## src/rtl/vend_pkg.sv

```systemverilog
// Shared vending definitions: coin encoding, sale state machine states and
// the default drink price used by the coin controller and the dispenser.
package vend_pkg;

  // Coin encoding shared with the coin slot
  localparam logic [1:0] COIN_NONE = 2'b00;
  localparam logic [1:0] COIN_05   = 2'b01;
  localparam logic [1:0] COIN_10   = 2'b10;

  // Default drink price in 0.5-dollar units
  localparam int unsigned DEFAULT_PRICE_UNITS = 32'd3;

  // Sale progress states
  typedef enum logic [1:0] {
    IDLE   = 2'd0,
    DRINK  = 2'd1,
    CHANGE = 2'd2
  } vend_state_e;

  // Greedy coin choice: a full dollar whenever at least two half-units remain
  function automatic logic [1:0] coin_sel(input logic i_ge2);
    coin_sel = i_ge2 ? COIN_10 : COIN_05;
  endfunction

endpackage

```

## src/rtl/sat_counter.sv

```systemverilog
// Saturating up-counter: counts increment requests and sticks at all-ones.
module sat_counter #(
  parameter int W = 16
) (
  input  logic         clk,
  input  logic         rst_n,
  input  logic         i_inc,
  output logic [W-1:0] o_count
);

  localparam logic [W-1:0] ONE = {{(W-1){1'b0}}, 1'b1};
  localparam logic [W-1:0] MAX = {W{1'b1}};

  logic [W-1:0] r_count;

  // Count register: increment unless already saturated
  always_ff @(posedge clk or negedge rst_n) begin
    if (!rst_n) begin
      r_count <= {W{1'b0}};
    end else if (i_inc && (r_count != MAX)) begin
      r_count <= r_count + ONE;
    end else begin
      r_count <= r_count;
    end
  end

  assign o_count = r_count;

endmodule

```

## src/rtl/change_dispenser.sv

```systemverilog
// Change dispenser: takes one completed sale, releases the drink when the
// credit covers the price, then pays the remaining credit back coin by coin.
// A short credit skips the drink and refunds everything.
module change_dispenser
  import vend_pkg::*;
#(
  parameter int unsigned PRICE_UNITS = DEFAULT_PRICE_UNITS,
  parameter int          CREDIT_W    = 4,
  parameter int          CNT_W       = 16
) (
  input  logic                clk,
  input  logic                rst_n,
  input  logic                req_valid,
  output logic                req_ready,
  input  logic [CREDIT_W-1:0] req_credit,
  output logic                drink_valid,
  input  logic                drink_ready,
  output logic                coin_valid,
  output logic [1:0]          coin_type,
  input  logic                coin_ready,
  output logic                short_err,
  output logic [CNT_W-1:0]    vend_cnt,
  output logic [CNT_W-1:0]    coin_cnt
);

  localparam logic [CREDIT_W-1:0] PRICE = CREDIT_W'(PRICE_UNITS);
  localparam logic [CREDIT_W-1:0] ZERO  = {CREDIT_W{1'b0}};
  localparam logic [CREDIT_W-1:0] ONE   = CREDIT_W'(1);
  localparam logic [CREDIT_W-1:0] TWO   = CREDIT_W'(2);

  vend_state_e         r_state;
  vend_state_e         w_state_nxt;
  logic [CREDIT_W-1:0] r_remain;
  logic [CREDIT_W-1:0] w_remain_nxt;
  logic [CREDIT_W-1:0] w_coin_dec;
  logic                w_short_nxt;
  logic                w_vend_inc;
  logic                w_coin_inc;

  logic                r_req_ready;
  logic                r_drink_valid;
  logic                r_coin_valid;
  logic [1:0]          r_coin_type;
  logic                r_short_err;

  // Amount taken off by the coin currently on offer (greedy)
  assign w_coin_dec = (r_remain >= TWO) ? TWO : ONE;

  // Next-state and handshake decode for the sale sequence
  always_comb begin
    w_state_nxt  = r_state;
    w_remain_nxt = r_remain;
    w_short_nxt  = 1'b0;
    w_vend_inc   = 1'b0;
    w_coin_inc   = 1'b0;
    case (r_state)
      IDLE: begin
        if (req_valid) begin
          if (req_credit >= PRICE) begin
            w_remain_nxt = req_credit - PRICE;
            w_state_nxt  = DRINK;
          end else begin
            w_remain_nxt = req_credit;
            w_short_nxt  = 1'b1;
            w_state_nxt  = (req_credit == ZERO) ? IDLE : CHANGE;
          end
        end else begin
          w_state_nxt = IDLE;
        end
      end
      DRINK: begin
        if (drink_ready) begin
          w_vend_inc  = 1'b1;
          w_state_nxt = (r_remain != ZERO) ? CHANGE : IDLE;
        end else begin
          w_state_nxt = DRINK;
        end
      end
      CHANGE: begin
        if (r_remain == ZERO) begin
          // Nothing left to pay; never offer a coin worth nothing
          w_state_nxt = IDLE;
        end else if (coin_ready) begin
          w_coin_inc   = 1'b1;
          w_remain_nxt = r_remain - w_coin_dec;
          w_state_nxt  = (w_remain_nxt == ZERO) ? IDLE : CHANGE;
        end else begin
          w_state_nxt = CHANGE;
        end
      end
      default: begin
        w_state_nxt  = IDLE;
        w_remain_nxt = ZERO;
      end
    endcase
  end

  // State and remaining-credit registers
  always_ff @(posedge clk or negedge rst_n) begin
    if (!rst_n) begin
      r_state  <= IDLE;
      r_remain <= ZERO;
    end else begin
      r_state  <= w_state_nxt;
      r_remain <= w_remain_nxt;
    end
  end

  // Output registers, decoded from the next state so they line up with it
  always_ff @(posedge clk or negedge rst_n) begin
    if (!rst_n) begin
      r_req_ready   <= 1'b1;
      r_drink_valid <= 1'b0;
      r_coin_valid  <= 1'b0;
      r_coin_type   <= COIN_NONE;
      r_short_err   <= 1'b0;
    end else begin
      r_req_ready   <= (w_state_nxt == IDLE);
      r_drink_valid <= (w_state_nxt == DRINK);
      r_coin_valid  <= (w_state_nxt == CHANGE);
      r_coin_type   <= (w_state_nxt == CHANGE) ? coin_sel(w_remain_nxt >= TWO) : COIN_NONE;
      r_short_err   <= w_short_nxt;
    end
  end

  sat_counter #(.W(CNT_W)) u_vend_cnt (
    .clk     (clk),
    .rst_n   (rst_n),
    .i_inc   (w_vend_inc),
    .o_count (vend_cnt)
  );

  sat_counter #(.W(CNT_W)) u_coin_cnt (
    .clk     (clk),
    .rst_n   (rst_n),
    .i_inc   (w_coin_inc),
    .o_count (coin_cnt)
  );

  assign req_ready   = r_req_ready;
  assign drink_valid = r_drink_valid;
  assign coin_valid  = r_coin_valid;
  assign coin_type   = r_coin_type;
  assign short_err   = r_short_err;

endmodule

```

## config.mk

```make
export PLATFORM = sky130hd
export DESIGN_NAME = change_dispenser
export DESIGN_NICKNAME = d
export VERILOG_FILES = /design/src/rtl/vend_pkg.sv /design/src/rtl/sat_counter.sv /design/src/rtl/change_dispenser.sv
export SDC_FILE = /design/constraint.sdc
export NUM_CORES = 1
export LEC_CHECK = 0
export ABC_AREA = 1
export CORE_MARGIN = 5
export CORE_UTILIZATION = 54
export CTS_BUF_LIST = sky130_fd_sc_hd__clkbuf_16
export CTS_CLUSTER_DIAMETER = 80
export CTS_CLUSTER_SIZE = 25
export DETAILED_ROUTE_END_ITERATION = 6
export GPL_ROUTABILITY_DRIVEN = 0
export PLACE_DENSITY = 0.79
export SKIP_LAST_GASP = 1
export SLEW_MARGIN = 20
export SYNTH_ARGS = -nofsm -noshare
export SYNTH_HDL_FRONTEND = slang
export SYNTH_HIERARCHICAL = 1
export SYNTH_SLANG_ARGS = --single-unit
```

## constraint.sdc

```tcl
create_clock -name clk -period 2.47 [get_ports clk]
set_input_delay 0.494 -clock clk [delete_from_list [all_inputs] [get_ports clk]]
set_output_delay 0.494 -clock clk [all_outputs]
set_load 0.03 [all_outputs]
```

==> impl_metrics.py <==
metrics = {
    "yosys": {
        "syn_avg_cell_area_sq_um": 7.139,
        "synth_warnings": 6,
        "ys_ff_latch": 44,
        "synth_simple_gate_area_share_pct": 43.13,
        "ys_seq_area_share_pct": 36.68,
        "synth_xor_area_share_pct": 3.497,
        "synth.largest_area_cell": "dfrtp_1",
        "synth_cell_types": 28,
        "synth_top_area_share_pct": 35.80,
        "synthTopCellsByArea": "dfrtp_1 (36%), nand2_1 (19%), inv_1 (5.5%)",
        "syn_nets": 437,
        "muxShareOfSynthArea_pct": 0,
        "synth_top_family_by_area": "simple AND/OR/NAND/NOR gates",
        "synth_compound_area_share_pct": 5.495,
        "synthAdderAreaFrac_pct": 3.164,
        "synth_cells": 421,
        "syn_area_sq_mm": 0.003005,
    },
    "finish": {
        "diodes": 0,
        "finalNetCount": 486,
        "final_cell_mix": "nand2_1 (154), clkdlybuf4s50_1 (45), inv_1 (44)",
        "finish.utilization_pct": 66.64,
        "area_growth_pct": 21.36,
        "final_common_cell": "nand2_1",
        "drive_gt1_share_pct": 13.59,
    },
    "detailed_routing": {
        "antenna_left": 0,
        "drt_iter0_drc": 237,
        "wirelength_microns": 6679,
        "vias": 2778,
        "avgRoutedWirePerCell_microns": 12.30,
        "drc": 0,
        "avgViaCountPerCell": 5.116,
        "drtPass1Iterations": 4,
    },
    "cts": {
        "cts_sinks": 44,
        "ctsResizeCount": 0,
        "numCtsBuffers": 5,
        "hold_buffers": 0,
        "cts_htree_levels": 2,
        "post-cts-setup-buffers": 0,
        "worstSkewPairLatency_ns": 0.29,
        "cts_tree": "yes",
        "clock_tree.root_cell": "clkbuf_16",
        "cts.clk_slew.worst_paths_ns": 0.07,
        "cts_buffer_depth": 2,
    },
    "status": {
        "status": "complete, no violations",
    },
    "sta": {
        "clock_skew_ns": 0.008799,
        "rsz0062_at_grt": "no",
        "fin_crit_ns": 2.151,
        "min_period_over_period_pct": 87.09,
        "fin_tns_setup_ns": 0,
        "drv_slew": 0,
        "holdWs_ns": 0.2824,
        "max_slew.worst_pin.slew_ns": 0.5687,
        "finalSetupViolCount": 0,
        "timing.slew.headroom_pct": 62.09,
        "timing_hold_violations_final": 0,
        "max_freq_mhz": 464.9,
    },
    "floorplanning": {
        "initial_core_util_pct": 54.92,
        "die_area_sq_mm": 0.007157,
        "rows": 27,
        "dieWidth_microns": 84.60,
        "dieHeight_microns": 84.60,
        "core_sq_mm": 0.005473,
        "io-pin-count": 47,
    },
    "grt": {
        "grt_max_degree": 45,
        "grt_overflow": 0,
        "use_met3_pct": 2.748,
        "grtUsageTotal_pct": 19.31,
        "antenna_found_initial": 0,
        "gr-max-usage-layer": "met2",
        "grt_pass1_vias": 2603,
        "use_met2_pct": 33.67,
        "use_met1_pct": 24.54,
        "grt_first_pass_wirelength_microns": 11500,
    },
    "power": {
        "p_leak_nw": 1.672,
        "irDropWorstVdd_v": 0.0006596,
        "p_total_w": 0.003396,
        "powerDensity_mw_per_mm2": 931.2,
    },
    "run": {
        "max_cap_violations": 0,
    },
    "setup_path": {
        "start_kind": "register",
        "endpoint_kind": "register",
        "cp.required_ns": 2.64,
        "cp_max_fo": 6,
        "crit_arrival_ns": 2.32,
        "path_class": "register to register",
        "reg2reg_depth": 12,
    },
    "place": {
        "hpwlAfterDp_microns": 5024,
        "io_buffer_count": 46,
    },
    "min_path": {
        "worstHoldPathType": "input pin to asynchronous set/reset pin",
    },
}
-- final cells by class --
class / instances / area, sq um
inverters: 51 / 191.4
flip-flops and latches: 44 / 1102
clock buffers: 5 / 125.1
multi-input cells: 321 / 1662
repair buffers: 47 / 462.9
well taps: 72 / 90.09
clock inverters: 3 / 13.76
fillers: 501 / 1826
-- Yosys cell counts (all sizes together) --
| library cell | count |
|---|---|
| a21oi | 4 |
| buf | 5 |
| dfrtp | 43 |
| dfstp | 1 |
| fa | 1 |
| ha | 6 |
| inv | 51 |
| nand2 | 168 |
| nand3 | 21 |
| nand3b | 3 |
| nand4 | 14 |
| nor2 | 66 |
| nor3 | 1 |
| o211ai | 1 |
| o21ai | 22 |
| o22ai | 2 |
| xnor2 | 10 |
| xor2 | 2 |
-- sequential cells by signal, summed over array words and instances, names as in the netlist, 2 cells and up --
signal / flops
r_state: 2
u_coin_cnt/o_count: 16
r_remain: 4
coin_type: 2
u_vend_cnt/o_count: 16
-- power by group --
group | leakage [nW] | total (W) | switching (W) | internal [W]
clock network | 0.0710 | 0.000638 | 0.000270 | 0.000368
logic | 1.04 | 0.00161 | 0.000995 | 0.000610
registers | 0.565 | 0.00115 | 0.000239 | 0.000914
total | 1.67 | 0.00340 | 0.00150 | 0.00189
-- cell families (layout without fill, tap and decap cells) --
family	Yosys count	count (layout)
xor+xnor	12	12
fa+ha+maj	7	7
flops	44	44
buf+inv	56	106
simple gates	273	273
compound gates	29	29
-- critical path, stage by stage, from the launching register on --
cell and delay (ns):
dfrtp_1 0.44, nor2_2 0.14, inv_1 0.05, nor2_1 0.18
inv_1 0.09, fa_1 0.53, nand3_1 0.08, nor2_1 0.12
nand3_1 0.10, nand3_2 0.11, nand2_1 0.05, nor2_1 0.10
nor2_1 0.06
-- per-stage QoR --
| step | worst slack [ns] | instance area (sq um) | instances |
|---|---|---|---|
| CTS | 0.3147 | 3647 | 543 |
| global placement | 0.3445 | 3508 | 535 |
| finish | 0.3189 | 3647 | 543 |
| global route | 0.1038 | 3647 | 543 |
| floorplan | 0.5316 | 3005 | 421 |
| detailed placement | 0.2796 | 3508 | 535 |
-- metal layers --
metal / vias to the layer above / wire length (microns)
li1: 1408 / -
met1: 1281 / 3046
met2: 82 / 3203
met3: 7 / 351
met4: 0 / 78
met5: - / 0
-- final timing paths --
path                                         end                  start  slack, ns
max                                 coin_type[0]            r_remain[2]       0.32
min                        u_coin_cnt/o_count[0]                  rst_n       0.28
max reg2reg                         coin_type[0]            r_remain[2]       0.32
min reg2reg                u_vend_cnt/o_count[1]  u_vend_cnt/o_count[1]       0.55
max in group asynchronous              req_ready                  rst_n       1.79
min in group clk           u_vend_cnt/o_count[1]  u_vend_cnt/o_count[1]       0.55
Note: power is estimated with default switching activity, not from simulation.
